--- src/rtl/delay_arb_if.sv ---
// Handshake and response bundle for delay_arb.
// The slave modport is the arbiter's view and the master modport is the requesters' view.
interface delay_arb_if #(
    parameter int unsigned DATA_W = 8
);
    logic              i_enable;
    logic              i_req0_valid;
    logic [DATA_W-1:0] iv_req0_data;
    logic              o_req0_ready;
    logic              i_req1_valid;
    logic [DATA_W-1:0] iv_req1_data;
    logic              o_req1_ready;
    logic              o_rsp0_valid;
    logic [DATA_W-1:0] ov_rsp0_data;
    logic              o_rsp1_valid;
    logic [DATA_W-1:0] ov_rsp1_data;
    logic [3:0]        ov_inflight;
    logic [15:0]       ov_gnt0_cnt;
    logic [15:0]       ov_gnt1_cnt;

    modport slave (
        input  i_enable, i_req0_valid, iv_req0_data, i_req1_valid, iv_req1_data,
        output o_req0_ready, o_req1_ready, o_rsp0_valid, ov_rsp0_data,
        output o_rsp1_valid, ov_rsp1_data, ov_inflight, ov_gnt0_cnt, ov_gnt1_cnt
    );

    modport master (
        output i_enable, i_req0_valid, iv_req0_data, i_req1_valid, iv_req1_data,
        input  o_req0_ready, o_req1_ready, o_rsp0_valid, ov_rsp0_data,
        input  o_rsp1_valid, ov_rsp1_data, ov_inflight, ov_gnt0_cnt, ov_gnt1_cnt
    );
endinterface

--- src/rtl/delay_arb.sv ---
// Two-requester round-robin arbiter feeding one shared, never-stalling delay pipeline.
// Each pipeline word carries a tag that steers it back to its requester's response port.
module delay_arb #(
    parameter int unsigned DATA_W = 8,
    parameter int unsigned DEPTH  = 2
) (
    input  logic         i_clk,
    input  logic         i_rst_n,
    delay_arb_if.slave   bus
);
    logic              ptr_q;
    logic              acc0, acc1, acc;
    logic [DEPTH-1:0]  vld_q;
    logic              tag_q  [DEPTH];
    logic [DATA_W-1:0] data_q [DEPTH];
    logic [15:0]       gnt0_cnt_q, gnt1_cnt_q;
    logic [3:0]        inflight;

    // The pointer only breaks ties; a lone valid always wins.
    always_comb begin
        bus.o_req0_ready = bus.i_enable & bus.i_req0_valid & (~bus.i_req1_valid | ~ptr_q);
        bus.o_req1_ready = bus.i_enable & bus.i_req1_valid & (~bus.i_req0_valid | ptr_q);
    end

    assign acc0 = bus.o_req0_ready & bus.i_req0_valid;
    assign acc1 = bus.o_req1_ready & bus.i_req1_valid;
    assign acc  = acc0 | acc1;

    always_ff @(posedge i_clk or negedge i_rst_n) begin
        if (!i_rst_n) begin
            ptr_q      <= 1'b0;
            vld_q      <= '0;
            gnt0_cnt_q <= '0;
            gnt1_cnt_q <= '0;
            for (int i = 0; i < DEPTH; i++) begin
                tag_q[i]  <= 1'b0;
                data_q[i] <= '0;
            end
        end else begin
            if (acc) begin
                ptr_q <= acc0;
            end
            if (acc0 && gnt0_cnt_q != 16'hFFFF) begin
                gnt0_cnt_q <= gnt0_cnt_q + 16'd1;
            end
            if (acc1 && gnt1_cnt_q != 16'hFFFF) begin
                gnt1_cnt_q <= gnt1_cnt_q + 16'd1;
            end
            vld_q[0]  <= acc;
            tag_q[0]  <= acc1;
            data_q[0] <= acc0 ? bus.iv_req0_data : (acc1 ? bus.iv_req1_data : '0);
            for (int i = 1; i < DEPTH; i++) begin
                vld_q[i]  <= vld_q[i-1];
                tag_q[i]  <= tag_q[i-1];
                data_q[i] <= data_q[i-1];
            end
        end
    end

    always_comb begin
        inflight = '0;
        for (int i = 0; i < DEPTH; i++) begin
            inflight = inflight + 4'(vld_q[i]);
        end
    end

    always_comb begin
        bus.o_rsp0_valid = vld_q[DEPTH-1] & ~tag_q[DEPTH-1];
        bus.o_rsp1_valid = vld_q[DEPTH-1] & tag_q[DEPTH-1];
        bus.ov_rsp0_data = bus.o_rsp0_valid ? data_q[DEPTH-1] : '0;
        bus.ov_rsp1_data = bus.o_rsp1_valid ? data_q[DEPTH-1] : '0;
        bus.ov_inflight  = inflight;
        bus.ov_gnt0_cnt  = gnt0_cnt_q;
        bus.ov_gnt1_cnt  = gnt1_cnt_q;
    end
endmodule
--- src/flat_wrapper.sv ---
// flat-port wrapper written by rule: the top's interface ports become plain ports
module delay_arb_flat 
#(
    parameter int unsigned DATA_W = 8,
    parameter int unsigned DEPTH  = 2
)
  (i_clk, i_rst_n, bus_i_enable, bus_i_req0_valid, bus_iv_req0_data, bus_i_req1_valid, bus_iv_req1_data, bus_o_req0_ready, bus_o_req1_ready, bus_o_rsp0_valid, bus_ov_rsp0_data, bus_o_rsp1_valid, bus_ov_rsp1_data, bus_ov_inflight, bus_ov_gnt0_cnt, bus_ov_gnt1_cnt);
  delay_arb_if #(.DATA_W(DATA_W)) bus_i ();
  input  logic i_clk;
  input  logic i_rst_n;
  input wire logic [$bits(bus_i.i_enable)-1:0] bus_i_enable;
  input wire logic [$bits(bus_i.i_req0_valid)-1:0] bus_i_req0_valid;
  input wire logic [$bits(bus_i.iv_req0_data)-1:0] bus_iv_req0_data;
  input wire logic [$bits(bus_i.i_req1_valid)-1:0] bus_i_req1_valid;
  input wire logic [$bits(bus_i.iv_req1_data)-1:0] bus_iv_req1_data;
  output wire logic [$bits(bus_i.o_req0_ready)-1:0] bus_o_req0_ready;
  output wire logic [$bits(bus_i.o_req1_ready)-1:0] bus_o_req1_ready;
  output wire logic [$bits(bus_i.o_rsp0_valid)-1:0] bus_o_rsp0_valid;
  output wire logic [$bits(bus_i.ov_rsp0_data)-1:0] bus_ov_rsp0_data;
  output wire logic [$bits(bus_i.o_rsp1_valid)-1:0] bus_o_rsp1_valid;
  output wire logic [$bits(bus_i.ov_rsp1_data)-1:0] bus_ov_rsp1_data;
  output wire logic [$bits(bus_i.ov_inflight)-1:0] bus_ov_inflight;
  output wire logic [$bits(bus_i.ov_gnt0_cnt)-1:0] bus_ov_gnt0_cnt;
  output wire logic [$bits(bus_i.ov_gnt1_cnt)-1:0] bus_ov_gnt1_cnt;
  assign bus_i.i_enable = bus_i_enable;
  assign bus_i.i_req0_valid = bus_i_req0_valid;
  assign bus_i.iv_req0_data = bus_iv_req0_data;
  assign bus_i.i_req1_valid = bus_i_req1_valid;
  assign bus_i.iv_req1_data = bus_iv_req1_data;
  assign bus_o_req0_ready = bus_i.o_req0_ready;
  assign bus_o_req1_ready = bus_i.o_req1_ready;
  assign bus_o_rsp0_valid = bus_i.o_rsp0_valid;
  assign bus_ov_rsp0_data = bus_i.ov_rsp0_data;
  assign bus_o_rsp1_valid = bus_i.o_rsp1_valid;
  assign bus_ov_rsp1_data = bus_i.ov_rsp1_data;
  assign bus_ov_inflight = bus_i.ov_inflight;
  assign bus_ov_gnt0_cnt = bus_i.ov_gnt0_cnt;
  assign bus_ov_gnt1_cnt = bus_i.ov_gnt1_cnt;
  delay_arb #(.DATA_W(DATA_W), .DEPTH(DEPTH)) u_core (.i_clk(i_clk), .i_rst_n(i_rst_n), .bus(bus_i));
endmodule
--- config.mk ---
export PLATFORM = sky130hd
export DESIGN_NAME = delay_arb_flat
export DESIGN_NICKNAME = d
export VERILOG_FILES = /design/src/rtl/delay_arb_if.sv /design/src/rtl/delay_arb.sv /design/src/flat_wrapper.sv
export SDC_FILE = /design/constraint.sdc
export NUM_CORES = 1
export LEC_CHECK = 0
export BUFFER_PORTS_ARGS = -buffer_cell sky130_fd_sc_hd__buf_4
export CAP_MARGIN = 20
export CORE_MARGIN = 1.5
export CORE_UTILIZATION = 57
export CTS_BUF_LIST = sky130_fd_sc_hd__clkbuf_4 sky130_fd_sc_hd__clkbuf_8
export CTS_CLUSTER_DIAMETER = 100
export CTS_CLUSTER_SIZE = 40
export DETAILED_ROUTE_END_ITERATION = 10
export PLACE_DENSITY = 0.88
export SYNTH_ARGS = -nofsm -noshare
export SYNTH_HDL_FRONTEND = slang
export SYNTH_SLANG_ARGS = --single-unit
--- constraint.sdc ---
create_clock -name i_clk -period 3.7 [get_ports i_clk]
set_input_delay 0.37 -clock i_clk [delete_from_list [all_inputs] [get_ports i_clk]]
set_output_delay 0.37 -clock i_clk [all_outputs]
set_load 0.02 [all_outputs]
Word-level counts from Yosys, hierarchy flattened --
Index checks and enable logic that the tools add are counted.
Storage, ports and cells: register bits after elaboration 53, output and inout bits 56, ROM bits 0, bits in latches 0, bits in writable memories 0, input port bits 21, word-level logic and storage cells 34, memories kept 0
Operators by class: multipliers 0, bitwise operators 15, equality and inequality tests 2, order comparisons 0, divide/modulo/power cells 0, reduce and logical (&&, ||, !) cells 2, add/sub/neg operators 3, multiplexer cells 4, shifts and indexed selects 0
Operators with widths (count):
- adder 16 x 1 -> 16 bit (second input constant) | 2
- two-way mux 8 bit | 4
- inequality test 16 bit (second input constant) | 2
- bitwise AND 1 bit | 8
- NOT 1 bit | 4
- OR 1 bit | 3
- adder 1 x 1 -> 2 bit | 1
- logical AND 1 bit | 2

Longest topological paths before layout --
Gate-level depths: netlist of run 1.
word-level depth 6, gate-level depth with buffers 6, mapped depth without buffers 6

Worst setup path before layout of run 1 --
Ideal clock, no wire load.
kind reg-to-reg, start register u_core.gnt1_cnt_q[0] (netlist: u_core.bus.ov_gnt1_cnt[0]), end register u_core.gnt1_cnt_q[10] (netlist: u_core.bus.ov_gnt1_cnt[10]), slack 1.996 ns, period minus slack after synthesis 1.704 ns, cell stages (with the launch flop) 7, data arrival time 1.574 ns, data required time 3.570 ns, cells stage by stage dfrtp_1 > ha_1 > nand4_1 > nor3b_2 > and3_1 > nand3_1 > xnor2_1
Between the ends: cells in the longest elaborated chain, start to end 2
RTL lines:
- from (decl) | line delay_arb.sv:16 | logic [15:0] gnt0_cnt_q, gnt1_cnt_q;
- from (signal assigned) | line delay_arb.sv:47 | gnt1_cnt_q <= gnt1_cnt_q + 16'd1;
- branches (longest 2 deep; another with adder 16 x 1 -> 16 bit)
Parallel ways; which one is timed is not known. A chain may end at the register's enable or synchronous reset.

Worst setup path in the final report of run 1 --
start register u_core.ptr_q, end output bus_o_req1_ready
Between the ends: cells in the longest elaborated chain, start to end 2
RTL lines:
- from (decl) | line delay_arb.sv:11 | logic ptr_q;
- from (signal assigned) | line delay_arb.sv:31 | ptr_q <= 1'b0;
- from (signal assigned) | line delay_arb.sv:41 | ptr_q <= acc0;
- OR 1 bit | line delay_arb.sv:22 | bus.o_req1_ready = bus.i_enable & bus.i_req1_valid & (~bus.i_req0_valid | ptr_q);
- bitwise AND 1 bit | line delay_arb.sv:22
- to (decl) | line flat_wrapper.sv:17 | output wire logic [$bits(bus_i.o_req1_ready)-1:0] bus_o_req1_ready;
Every way passes these cells.

==> results.toml, run 1 <==
[sta]
rsz0062_at_grt = "false"
setup_violations = 0
finalMaxSlewViolations = 0
setup_ws_ns = 1.56
slew_headroom_pct = 36.4
finalHoldViolations = 0
holdWs_ns = 0.0785
finalCritPeriodShare_pct = 57.8
period_minus_slack_ns = 2.14
fmax_mhz = 468
clock_skew_ns = 0.0133
setup_tns_ns = 0
worst_pin_slew_ns = 0.954

[detailed_routing]
wl_um = 5120
wl_met2_um = 2650
wl_met3_um = 254
via_per_inst = 5.50
antenna_left = 0
wirelength_met1_um = 2040
drtIter0Drc = 94
wl_per_cell_um = 15.5
firstDrtPassIters = 4
top_layer = "met4"
drc = 0
via_count = 1814

[clock_tree]
cts_setup_buffers = 0
h-tree-depth = 2
cts_buffers = 5
numClockSinks = 53
clock_path_buffers = 2
cts_tree = "yes"
post_cts_resize_count = 0
cts_root_buf = "clkbuf_8"
postCtsHoldBufs = 0
path_clk_slew_ns = 0.09
clk_latency_ns = 0.31

[floorplanning]
core_area_um2 = 4060
die-area_um2 = 4680
io_pins = 77
start_util_pct = 60.0
die_h_um = 68.4
fp.dieW_um = 68.4
core.rowCount = 23

[critical_path]
crit_slowest_cell = "a21oi_1"
cp_slowest_stage_delay_ns = 0.76
critical_path_depth = 3
setup.worst_path.start = "u_core.ptr_q"
crit_path_end_kind = "output pin"
start_kind = "register"
cp_cell_sequence = "inv_1 -> a21oi_1 -> buf_4"
cp.required_ns = 3.33
rr_worst_depth = 4
crit_type = "reg -> out"
r2r-start = "u_core.ptr_q"
cp_top_family = "compound AO/OA/AOI/OAI gates"
crit_fanout = 12
crit_arrival_ns = 1.77
r2r_slack_ns = 1.75
crit_path_end = "bus_o_req1_ready"
r2r_end = "u_core.bus.ov_gnt1_cnt[1]"
cp_num_buf_inv = 2

[placed_design]
place.gp.congestion = 0.792
place_worst_setup_slack_ns = 1.69
portBuffers = 74
dp_hpwl_um = 3820

[power_and_ir_drop]
p_switching_mw = 0.466
powerDensity_nw_per_um2 = 455
internal-power_mw = 0.949
switching_share_pct = 33.0
combPwrFrac_pct = 25.0
clkPwrFrac_pct = 22.5
seqPwrFrac_pct = 52.5
peakVddDrop_mv = 0.369
leakage_nw = 1.59

[global_routing]
track_usage_pct = 24.6
grt_max_degree = 54
grt_antenna_before_repair = 0
grt_pass1_wl_um = 8270
overflow = 0
grt_pass1_vias = 1780

[synthesis]
yosys.area.top_type = "dfrtp_1"
netlist_instances = 202
syn_area_um2 = 2440
yosys_warnings = 0
synthTopCellsByArea = "dfrtp_1 (54%), xnor2_1 (4.3%), and3_1 (3.9%), xor2_1 (3.2%), a22o_1 (2.9%)"
avgSynthCellArea_um2 = 12.1
ys_seq_area_share_pct = 54.4
synth_top_area_share_pct = 54.4
synth_seq_cells = 53
netlist-cell-type-count = 47

[finish]
nets = 303
antenna_cells = 0
area_delta_synth_final_pct = 27.6
final_layout_size_suffix_gt1_share_pct = 37.5
finalCoreUtilization_pct = 76.6

[run]
drv_cap = 0

[hold_path]
hp-class = "in -> async"

[outcome]
status = "completed"
[synthesized netlist by cell type, drive strengths merged]
library cell,number
nand2,14
a21oi,5
xor2,10
nor2,10
mux2,4
nor3,5
conb,1
mux2i,1
o22ai,1
nor2b,3
clkbuf,1
nand4,9
buf,4
and4,2
inv,4
and2,12
o21a,2
a31oi,1
o21ai,4
dfrtp,53
xnor2,12
a311oi,1
or3,1
nor3b,1
a22o,8
nor4,2
ha,3
o31ai,1
a41oi,2
nand2b,1
and3,16
nand3,8
[worst register-to-register path: stages, from the launching register on]
cell	delay, ns
dfrtp_1	0.36
inv_1	0.07
a21oi_1	0.76
nor2b_1	0.30
mux2_2	0.35
[final cells by class]
class | instances | area, um^2
Sequential cell | 53 | 1330
Multi-Input combinational cell | 141 | 1060
Fill cell | 284 | 948
Timing Repair Buffer | 74 | 556
Clock buffer | 6 | 76.3
Tap cell | 50 | 62.6
Inverter | 4 | 15.0
Clock inverter | 2 | 10.0
[cells by family (layout without fill, tap and decap cells)]
logic type               after synthesis  after routing  synth area share, %
AO/OA/AOI/OAI                         25             25                 8.22
other                                  1              2                0.154
buffers and inverters                  9             86                 2.05
AND/OR/NAND/NOR                       84             84                 23.0
XOR/XNOR                              22             22                 8.22
flip-flops                            53             53                 54.4
multiplexers                           5              5                 2.41
adder cells (fa/ha/maj)                3              3                 1.54
[state kept, by name, summed over array words and instances (netlist names)]
register / flops
u_core.bus.ov_gnt1_cnt: 16
u_core.data_q: 16
u_core.vld_q: 2
u_core.tag_q: 2
u_core.ptr_q: 1
u_core.bus.ov_gnt0_cnt: 16
[worst min-delay path by stage]
stage	slack (ns)	from	end
floorplan	0.07	i_rst_n	u_core.bus.ov_gnt0_cnt[0]
global placement	0.33	u_core.data_q[13]	u_core.data_q[5]
detailed placement	0.33	u_core.data_q[12]	u_core.data_q[4]
CTS	0.10	i_rst_n	u_core.bus.ov_gnt0_cnt[11]
global route	0.12	i_rst_n	u_core.bus.ov_gnt0_cnt[11]
finish	0.08	i_rst_n	u_core.bus.ov_gnt1_cnt[1]
[through the flow]
| stage | cells | instance area [um^2] | power, mW |
|---|---|---|---|
| finish | 330 | 3110 | 1.41 |
| CTS | 330 | 3110 | 1.43 |
| global placement | 322 | 3020 | 1.09 |
| floorplan | 203 | 2440 | 0.941 |
| detailed placement | 322 | 3020 | 1.11 |
| global route | 330 | 3110 | 1.49 |
[placed cells by master, fill, tap and decap left out, types with 4 or more instances in the layout]
cell / count
a21oi_1: 5
clkbuf_8: 5
o21ai_0: 4
buf_4: 74
nor2_1: 9
a22o_1: 8
nand2_1: 13
nand3_1: 8
inv_1: 4
dfrtp_1: 53
and3_1: 15
nand4_1: 6
and2_1: 11
xnor2_1: 12
xor2_1: 9
[power groups by stage]
stage                     Combinational (mW)  Clock [mW]  Sequential [mW]
after floorplan                        0.141           0            0.800
after global placement                 0.344           0            0.748
after detailed placement               0.355           0            0.754
after CTS                              0.358       0.329            0.743
after global routing                   0.387       0.350            0.756
final                                  0.353       0.319            0.743
[metal layers]
| layer | GRT usage, % | vias to the layer above |
|---|---|---|
| li1 | - | 861 |
| met1 | 27.6 | 872 |
| met2 | 43.2 | 63 |
| met3 | 6.09 | 18 |
| met4 | 12.8 | 0 |
| met5 | 0 | - |
Note: power is estimated with default switching activity, not from simulation.
==> inputs of run 2 (changes only) <==
--- a/config.mk
+++ b/config.mk
@@ -8,12 +8,12 @@
 export BUFFER_PORTS_ARGS = -buffer_cell sky130_fd_sc_hd__buf_4
 export CAP_MARGIN = 20
 export CORE_MARGIN = 1.5
-export CORE_UTILIZATION = 57
+export CORE_UTILIZATION = 52
 export CTS_BUF_LIST = sky130_fd_sc_hd__clkbuf_4 sky130_fd_sc_hd__clkbuf_8
 export CTS_CLUSTER_DIAMETER = 100
 export CTS_CLUSTER_SIZE = 40
 export DETAILED_ROUTE_END_ITERATION = 10
-export PLACE_DENSITY = 0.88
+export PLACE_DENSITY = 0.81
 export SYNTH_ARGS = -nofsm -noshare
 export SYNTH_HDL_FRONTEND = slang
 export SYNTH_SLANG_ARGS = --single-unit
==> constraint.sdc (replaced) <==
create_clock -name i_clk -period 2.02 [get_ports i_clk]
set_input_delay 0.202 -clock i_clk [delete_from_list [all_inputs] [get_ports i_clk]]
set_output_delay 0.202 -clock i_clk [all_outputs]
set_load 0.02 [all_outputs]
==> run 2 against run 1 <==
Effect of this change: the flow now finishes with violations (DRC); critical endpoint is now u_core.bus.ov_gnt1_cnt[14]; via count is 2.9% lower; hold slack improved by 0.043 ns; die area is 9.2% higher; clock power grew 82%; worst setup slack worse by 1.4 ns.
==> results.toml, run 2 (synthesis gave the netlist of run 1 again) <==
[finish]
area_delta_synth_final_pct = 28.7
antenna_cells = 0
final_common_cell = "buf_4"
nets = 305
final_layout_size_suffix_gt1_share_pct = 37.6
mostFrequentLayoutCells = "buf_4 (75), dfrtp_1 (53), and3_1 (15), nand2_1 (13), xnor2_1 (12)"

[detailed_routing]
via_count = 1761
antenna_left = 0
wl_per_cell_um = 14.4
firstDrtPassIters = 9
wl_um = 4820
via_per_inst = 5.27
drtIter0Drc = 93
drc = 9

[floorplanning]
fp.dieW_um = 71.4
die_h_um = 71.4
start_util_pct = 54.8
core_area_um2 = 4440
io_pins = 77
core.rowCount = 24
die-area_um2 = 5100

[critical_path]
crit_path_end = "u_core.bus.ov_gnt1_cnt[14]"
cp_common_cell = "nand4_1"
cp.required_ns = 2.21
cp_slowest_stage_delay_ns = 0.42
crit_fanout = 4
crit_slowest_cell = "dfrtp_1"
cp_num_buf_inv = 0
setup.worst_path.start = "u_core.bus.ov_gnt1_cnt[0]"
crit_path_end_kind = "register"
r2r-start = "u_core.bus.ov_gnt1_cnt[0]"
r2r_end = "u_core.bus.ov_gnt1_cnt[14]"
start_kind = "register"
critical_path_depth = 6
crit_type = "reg -> reg"
cp_top_family = "simple AND/OR/NAND/NOR gates"
rr_worst_depth = 6
r2r_slack_ns = 0.20
cp_cell_sequence = "ha_1 -> nand4_1 -> nor3b_2 -> and2_1 -> nand4_1 -> xnor2_1"
crit_arrival_ns = 2.01

[global_routing]
grt_max_degree = 54
track_usage_pct = 20.3
grt_pass1_wl_um = 8180
grt_pass1_vias = 1790
grt_antenna_before_repair = 0
overflow = 0

[clock_tree]
cts_buffers = 5
numClockSinks = 53
path_clk_slew_ns = 0.09
h-tree-depth = 2
postCtsHoldBufs = 1
clk_latency_ns = 0.29
cts_setup_buffers = 0
post_cts_resize_count = 0
cts_tree = "yes"
cts_root_buf = "clkbuf_8"
clock_path_buffers = 2

[sta]
holdWs_ns = 0.121
finalCritPeriodShare_pct = 90.0
setup_violations = 0
period_minus_slack_ns = 1.82
rsz0062_at_grt = "false"
slew_headroom_pct = 57.7
clock_skew_ns = 0.00494
worst_pin_slew_ns = 0.634
finalMaxSlewViolations = 0
finalHoldViolations = 0
setup_tns_ns = 0
fmax_mhz = 550

[power_and_ir_drop]
peakVddDrop_mv = 0.464
leakage_nw = 1.59
powerDensity_nw_per_um2 = 824

[placed_design]
dp_hpwl_um = 3600
portBuffers = 74
place.gp.congestion = 0.851

[outcome]
status = "complete, but fails checks"
violations = "DRC"

[run]
drv_cap = 0

[hold_path]
whs_path_depth = 2
hp-class = "in -> reg"
-- run 2: per-layer routing --
metal,up-vias,routed length (um),global-route usage (%)
met2,49,2500,35.4
li1,867,-,-
met5,-,0,0
met3,8,184,3.09
met4,0,80,6.62
met1,837,2050,25.9
-- run 2: how the worst min path moves through the flow --
stage / startpoint / end
2_1_floorplan: i_rst_n / u_core.bus.ov_gnt0_cnt[0]
3_3_place_gp: i_rst_n / u_core.bus.ov_gnt1_cnt[2]
3_5_place_dp: i_rst_n / u_core.bus.ov_gnt1_cnt[1]
4_1_cts: bus_iv_req0_data[0] / u_core.data_q[8]
5_1_grt: bus_iv_req0_data[7] / u_core.data_q[15]
6_report: bus_iv_req0_data[3] / u_core.data_q[11]
-- run 2: power by group --
| group | leakage (nW) | total [mW] | internal, mW | switching, mW |
|---|---|---|---|---|
| logic | 0.857 | 0.648 | 0.297 | 0.351 |
| clock network | 0.0364 | 0.580 | 0.243 | 0.336 |
| registers | 0.698 | 1.36 | 1.19 | 0.167 |
| total | 1.59 | 2.58 | 1.73 | 0.854 |
-- run 2: final cells by class --
| class | count | area [um^2] |
|---|---|---|
| inverter | 4 | 15.0 |
| clock buffer | 5 | 68.8 |
| timing repair buffer | 76 | 573 |
| fill | 333 | 1310 |
| multi-input combinational | 141 | 1060 |
| clock inverter | 3 | 22.5 |
| tap | 52 | 65.1 |
| sequential | 53 | 1330 |
-- run 2: worst reg2reg max path, cell delays in order, from the launching register on --
cell	delay, ns
dfrtp_1	0.42
ha_1	0.28
nand4_1	0.19
nor3b_2	0.31
and2_1	0.23
nand4_1	0.14
xnor2_1	0.14
-- run 2: through the flow --
| stage | setup WS, ns | total power [mW] | std cells | utilization, % | cell area [um^2] |
|---|---|---|---|---|---|
| after floorplan | 0.316 | 1.72 | 203 | - | 2440 |
| after global placement | 0.220 | 2.00 | 325 | 68.2 | 3030 |
| after detailed placement | 0.226 | 2.04 | 325 | 68.2 | 3030 |
| after CTS | 0.190 | 2.62 | 334 | 70.5 | 3130 |
| after global routing | 0.0470 | 2.73 | 334 | 70.5 | 3130 |
| final | 0.203 | 2.58 | 334 | 70.5 | 3130 |
